`src/rtl/train_segment_timer_if.sv`:
```
// Timer control/status bundle between the travel-time selector, the segment timer
// and the counter/synchronizer enable logic.
interface train_segment_timer_if #(
    parameter int TIME_W = 19
);
    logic              load;
    logic [TIME_W-1:0] tout;
    logic              pause;
    logic              abort;
    logic              expired;
    logic              busy;
    logic [TIME_W-1:0] remaining;
    logic [1:0]        state;

    modport master (
        output load, tout, pause, abort,
        input  expired, busy, remaining, state
    );

    modport slave (
        input  load, tout, pause, abort,
        output expired, busy, remaining, state
    );
endinterface

```
`src/rtl/train_segment_timer.sv`:
```
// Segment countdown timer: loads the selected travel time, counts it down in
// prescaled time units and emits a one-cycle expiry pulse at zero.
module train_segment_timer #(
    parameter int TIME_W   = 19,
    parameter int PRESCALE = 50000,
    parameter int PRESC_W  = 16
) (
    input  logic                  clk,
    input  logic                  rst_n,
    train_segment_timer_if.slave  tmr
);

    typedef enum logic [1:0] {
        IDLE = 2'd0,
        RUN  = 2'd1,
        HOLD = 2'd2,
        DONE = 2'd3
    } state_t;

    localparam logic [PRESC_W-1:0] PRESC_LAST = PRESC_W'(PRESCALE - 1);

    state_t              state_q, state_d;
    logic [TIME_W-1:0]   remaining_q, remaining_d;
    logic [PRESC_W-1:0]  presc_q, presc_d;
    logic                expired_q, expired_d;
    logic                tick;

    // Floor at zero so the count can never wrap below zero.
    function automatic logic [TIME_W-1:0] sat_dec(input logic [TIME_W-1:0] v);
        return (v == '0) ? '0 : v - TIME_W'(1);
    endfunction

    assign tick = (presc_q == PRESC_LAST);

    always_comb begin
        state_d     = state_q;
        remaining_d = remaining_q;
        presc_d     = presc_q;
        expired_d   = 1'b0;

        if (tmr.abort) begin
            state_d     = IDLE;
            remaining_d = '0;
            presc_d     = '0;
        end else if (tmr.load) begin
            presc_d = '0;
            if (tmr.tout != '0) begin
                state_d     = RUN;
                remaining_d = tmr.tout;
            end else begin
                state_d     = DONE;
                remaining_d = '0;
                expired_d   = 1'b1;
            end
        end else begin
            case (state_q)
                IDLE: state_d = IDLE;
                // Leaving HOLD counts on the same edge, so each HOLD cycle costs exactly one cycle.
                RUN, HOLD: begin
                    if (tmr.pause) begin
                        state_d = HOLD;
                    end else begin
                        state_d = RUN;
                        if (tick) begin
                            presc_d     = '0;
                            remaining_d = sat_dec(remaining_q);
                            if (remaining_q == TIME_W'(1)) begin
                                state_d   = DONE;
                                expired_d = 1'b1;
                            end
                        end else begin
                            presc_d = presc_q + PRESC_W'(1);
                        end
                    end
                end
                DONE:    state_d = IDLE;
                default: state_d = IDLE;
            endcase
        end
    end

    always_ff @(posedge clk or negedge rst_n) begin
        if (!rst_n) begin
            state_q     <= IDLE;
            remaining_q <= '0;
            presc_q     <= '0;
            expired_q   <= 1'b0;
        end else begin
            state_q     <= state_d;
            remaining_q <= remaining_d;
            presc_q     <= presc_d;
            expired_q   <= expired_d;
        end
    end

    assign tmr.expired   = expired_q;
    assign tmr.remaining = remaining_q;
    assign tmr.state     = state_q;
    assign tmr.busy      = (state_q == RUN) || (state_q == HOLD);

endmodule

```
`src/flat_wrapper.sv`:
```
// flat-port wrapper written by rule: the top's interface ports become plain ports
module train_segment_timer_flat 
#(
    parameter int TIME_W   = 19,
    parameter int PRESCALE = 50000,
    parameter int PRESC_W  = 16
)
  (clk, rst_n, tmr_load, tmr_tout, tmr_pause, tmr_abort, tmr_expired, tmr_busy, tmr_remaining, tmr_state);
  train_segment_timer_if #(.TIME_W(TIME_W)) tmr_i ();
  input  logic clk;
  input  logic rst_n;
  input wire logic [$bits(tmr_i.load)-1:0] tmr_load;
  input wire logic [$bits(tmr_i.tout)-1:0] tmr_tout;
  input wire logic [$bits(tmr_i.pause)-1:0] tmr_pause;
  input wire logic [$bits(tmr_i.abort)-1:0] tmr_abort;
  output wire logic [$bits(tmr_i.expired)-1:0] tmr_expired;
  output wire logic [$bits(tmr_i.busy)-1:0] tmr_busy;
  output wire logic [$bits(tmr_i.remaining)-1:0] tmr_remaining;
  output wire logic [$bits(tmr_i.state)-1:0] tmr_state;
  assign tmr_i.load = tmr_load;
  assign tmr_i.tout = tmr_tout;
  assign tmr_i.pause = tmr_pause;
  assign tmr_i.abort = tmr_abort;
  assign tmr_expired = tmr_i.expired;
  assign tmr_busy = tmr_i.busy;
  assign tmr_remaining = tmr_i.remaining;
  assign tmr_state = tmr_i.state;
  train_segment_timer #(.TIME_W(TIME_W), .PRESCALE(PRESCALE), .PRESC_W(PRESC_W)) u_core (.clk(clk), .rst_n(rst_n), .tmr(tmr_i));
endmodule
```
`config.mk`:
```
export PLATFORM = sky130hd
export DESIGN_NAME = train_segment_timer_flat
export DESIGN_NICKNAME = d
export VERILOG_FILES = /design/src/rtl/train_segment_timer_if.sv /design/src/rtl/train_segment_timer.sv /design/src/flat_wrapper.sv
export SDC_FILE = /design/constraint.sdc
export NUM_CORES = 1
export LEC_CHECK = 0
export ABC_AREA = 1
export BUFFER_PORTS_ARGS = -buffer_cell sky130_fd_sc_hd__buf_4
export CORE_ASPECT_RATIO = 2
export CORE_MARGIN = 3
export CORE_UTILIZATION = 44
export CTS_CLUSTER_SIZE = 40
export DETAILED_ROUTE_END_ITERATION = 8
export PLACE_DENSITY = 0.65
export RECOVER_POWER = 25
export SYNTH_ARGS = -nofsm -noshare
export SYNTH_HDL_FRONTEND = slang
export SYNTH_SLANG_ARGS = --single-unit
export TNS_END_PERCENT = 10
```
`constraint.sdc`:
```
create_clock -name clk -period 1.6 [get_ports clk]
set_clock_uncertainty 0.1 [all_clocks]
set_input_delay 0.08 -clock clk [delete_from_list [all_inputs] [get_ports clk]]
set_output_delay 0.08 -clock clk [all_outputs]
set_load 0.05 [all_outputs]
```
==> flow_metrics.py <==
metrics = {
    "status": {
        "status": "complete, but fails checks",
        "violations": "setup timing",
    },
    "pwr": {
        "irDropWorstVdd_uv": 921.5,
        "pwr-share-comb_pct": 43.6,
        "p_seq_share_pct": 27.5,
        "power.density_nw_per_um2": 979.9,
        "p_clk_share_pct": 28.9,
        "power.leakage_nw": 2.219,
        "internal-power_mw": 2.485,
        "p_switching_mw": 1.500,
        "sw_frac_of_total_pct": 37.64,
    },
    "global_route": {
        "grt_pass1_wl_mm": 13.44,
        "grt_overflow": 0,
        "track_usage_pct": 24.48,
        "antenna_found_initial": 0,
        "grt_pass1_vias": 3115,
        "grt_max_degree": 39,
    },
    "detailed_routing": {
        "dr.pass1.iters": 4,
        "wire_per_inst_um": 13.88,
        "routed_wl_mm": 8.797,
        "m1WireLength_mm": 2.985,
        "drtIter0Drc": 132,
        "vias": 3129,
        "top_layer": "met4",
        "wl_met2_mm": 5.328,
        "antenna_left": 0,
        "via_per_inst": 4.935,
        "drc": 0,
        "wl_met3_um": 164,
    },
    "clock_network": {
        "root_buffer": "clkbuf_16",
        "htreeDepth": 2,
        "insertion_delay_ps": 290,
        "path_clk_slew_ps": 60,
        "clock-sinks": 38,
        "numCtsBuffers": 5,
        "cts.path.max_buffers": 2,
        "cts_tree": "yes",
    },
    "layout": {
        "nets": 577,
        "nFillCells": 562,
        "area_growth_pct": 47.33,
        "drive_gt1_share_pct": 34.55,
        "n_antenna_cell": 0,
    },
    "critical_path": {
        "worstSetupPathType": "reg2reg",
        "path_max_fanout": 7,
        "critPathRequiredTime_ps": 1680,
        "arrival_ps": 1740,
        "critPathCaptureType": "flop",
        "crit_path_start_kind": "flop",
    },
    "sta": {
        "slew_violations": 0,
        "slew_headroom_pct": 32.33,
        "tns_ps": -456.6,
        "min_period_over_period_pct": 104.0,
        "min_period_ps": 1664,
        "setup_ws_ps": -63.88,
        "worst_slew_pin_slew_ps": 1015,
        "rsz0062_at_grt": "true",
        "hold_viol": 0,
        "fmax_ghz": 0.6010,
        "setup_viol": 14,
    },
    "synth": {
        "netlist_area_sq_um": 2760,
        "yosysSeqAreaShare_pct": 34.45,
        "synth_flop_cell": "dfrtp_1",
        "synth_area_per_cell_sq_um": 6.360,
        "synth.area.mux_share_pct": 0,
        "synth-seq-cells": 38,
        "synth_enable_flop_cells": 0,
        "synth_top_family_by_area": "simple AND/OR/NAND/NOR gates",
        "ys_async_sr_fraction_pct": 100.0,
        "ys_warn_count": 0,
        "netlist-cell-type-count": 31,
        "synth-compound-area-share_pct": 5.032,
        "synthesis.nets": 462,
        "yosys.area_share.adder_pct": 1.813,
        "yosys.area_share.simple_pct": 47.14,
        "syn_inst": 434,
        "synth-xor-area-share_pct": 2.811,
    },
    "die": {
        "fp.dieArea_sq_um": 7317,
        "core-area_sq_um": 6056,
        "die_height_um": 118.0,
        "boundaryPins": 47,
        "start_util_pct": 45.58,
        "die_w_um": 62.01,
        "rows": 40,
    },
    "place": {
        "dp_hpwl_mm": 6.494,
        "portBuffers": 46,
        "place.gp.congestion": 0.9235,
        "place_ws_ps": -102.5,
    },
    "flow_run": {
        "maxCapViolCount": 0,
    },
    "hold_path": {
        "hp-class": "in2reg",
    },
}
-- cell type report --
cell class / instances / area, sq um / share of cell area [%]
Multi-Input combinational cell: 342 / 1724 / 42.40
Sequential cell: 38 / 959.7 / 23.60
Timing Repair Buffer: 116 / 932.1 / 22.92
Inverter: 46 / 180.2 / 4.431
Clock buffer: 5 / 125.1 / 3.077
Tap cell: 84 / 105.1 / 2.585
Clock inverter: 3 / 40.04 / 0.9846
-- layout by cell type (no fill, tap or decap), types with 5 or more instances in the layout --
cell type	instances
nand2_1	146
buf_4	108
nor2_1	58
inv_1	40
nand3_1	38
dfrtp_1	31
nand2_2	15
nor2_2	12
nor2_4	9
a21oi_1	9
o21ai_0	8
dfrtp_2	7
nand4_1	6
clkbuf_16	6
inv_2	5
nand2_4	5
xor2_1	5
-- power by group through the flow --
stage | Sequential [mW] | Combinational, mW | Clock (mW)
after CTS | 1.09 | 1.66 | 1.18
final | 1.10 | 1.74 | 1.15
after global routing | 1.11 | 1.90 | 1.21
after detailed placement | 1.10 | 1.59 | 0
after floorplan | 1.33 | 0.724 | 0
after global placement | 1.10 | 1.57 | 0
-- per-stage QoR --
stage               area (sq um)  power (mW)  hold WS [ps]  std cells  util [%]
floorplan                   2780       2.054        -315.6        434         -
finish                      4066       3.985         6.456        634     67.15
global route                4066       4.217         31.51        634     67.15
detailed placement          3662       2.695        -10.20        616     60.48
CTS                         3913       3.928         5.355        629     64.61
global placement            3662       2.671        -13.06        616     60.48
-- worst paths after layout --
| path | slack (ps) | depth (start not counted) | from | endpoint |
|---|---|---|---|---|
| max | -60 | 12 | u_core.presc_q[0] | u_core.tmr.remaining[5] |
| min | 6 | 5 | tmr_tout[10] | u_core.tmr.remaining[10] |
| max reg2reg | -60 | 12 | u_core.presc_q[0] | u_core.tmr.remaining[5] |
| min reg2reg | 450 | 2 | u_core.presc_q[7] | u_core.presc_q[7] |
| max in group asynchronous | 300 | 2 | rst_n | u_core.tmr.state[0] |
| min in group asynchronous | 400 | 2 | rst_n | u_core.tmr.remaining[7] |
-- kinds of logic (layout without fill, tap and decap cells) --
kind of cell,count (synthesis),in the layout
AOI/OAI and AO/OA,26,26
adders and majority gates,4,4
xor gates and xnor gates,8,8
and+or+nand+nor,303,304
DFF,38,38
buffers and inverters,55,170
-- sequential cells by signal (all words and copies together) (netlist names) --
signal                cells
u_core.tmr.remaining     19
u_core.presc_q           16
u_core.tmr.expired        1
u_core.tmr.state          2
-- worst max-delay path, cell delays in order, from the launching register on --
cell	delay, ps
dfrtp_1	350
ha_2	190
nand2_2	50
inv_2	70
nand2_4	60
nor2_4	120
nand2_2	70
nand2_2	80
nand2_4	80
buf_12	140
buf_12	130
nand2_2	60
nand2_2	50
-- what timing repair did --
item	in CTS	in global routing
pin swaps	4	9
endpoints found under the setup margin	25	36
endpoints found under the hold margin	41	0
setup buffers	3	3
gates cloned	0	2
hold buffers	2	0
gates resized for setup	19	32
-- cells in the mapped netlist, types with 3 or more instances --
| library cell | n | area (sq um) |
|---|---|---|
| nor2_4 | 4 | 45.04 |
| clkbuf_1 | 4 | 15.01 |
| nor2_2 | 3 | 18.77 |
| nand2_1 | 162 | 608.1 |
| a21oi_1 | 12 | 60.06 |
| inv_1 | 43 | 161.4 |
| ha_1 | 4 | 50.05 |
| nor2_1 | 71 | 266.5 |
| nand3_1 | 38 | 190.2 |
| nor3_1 | 5 | 25.02 |
| nand2_2 | 3 | 18.77 |
| nand4_1 | 6 | 37.54 |
| or2_2 | 3 | 18.77 |
| dfrtp_1 | 38 | 950.9 |
| nand3_2 | 4 | 40.04 |
| xor2_1 | 5 | 43.79 |
| o21ai_0 | 10 | 50.05 |
-- per-layer routing --
layer | track usage [%] | up-vias
met5 | 0 | -
met4 | 10.76 | 0
met3 | 2.964 | 28
met2 | 47.21 | 56
met1 | 22.97 | 1462
li1 | - | 1583
(Power assumes the default switching activity.)
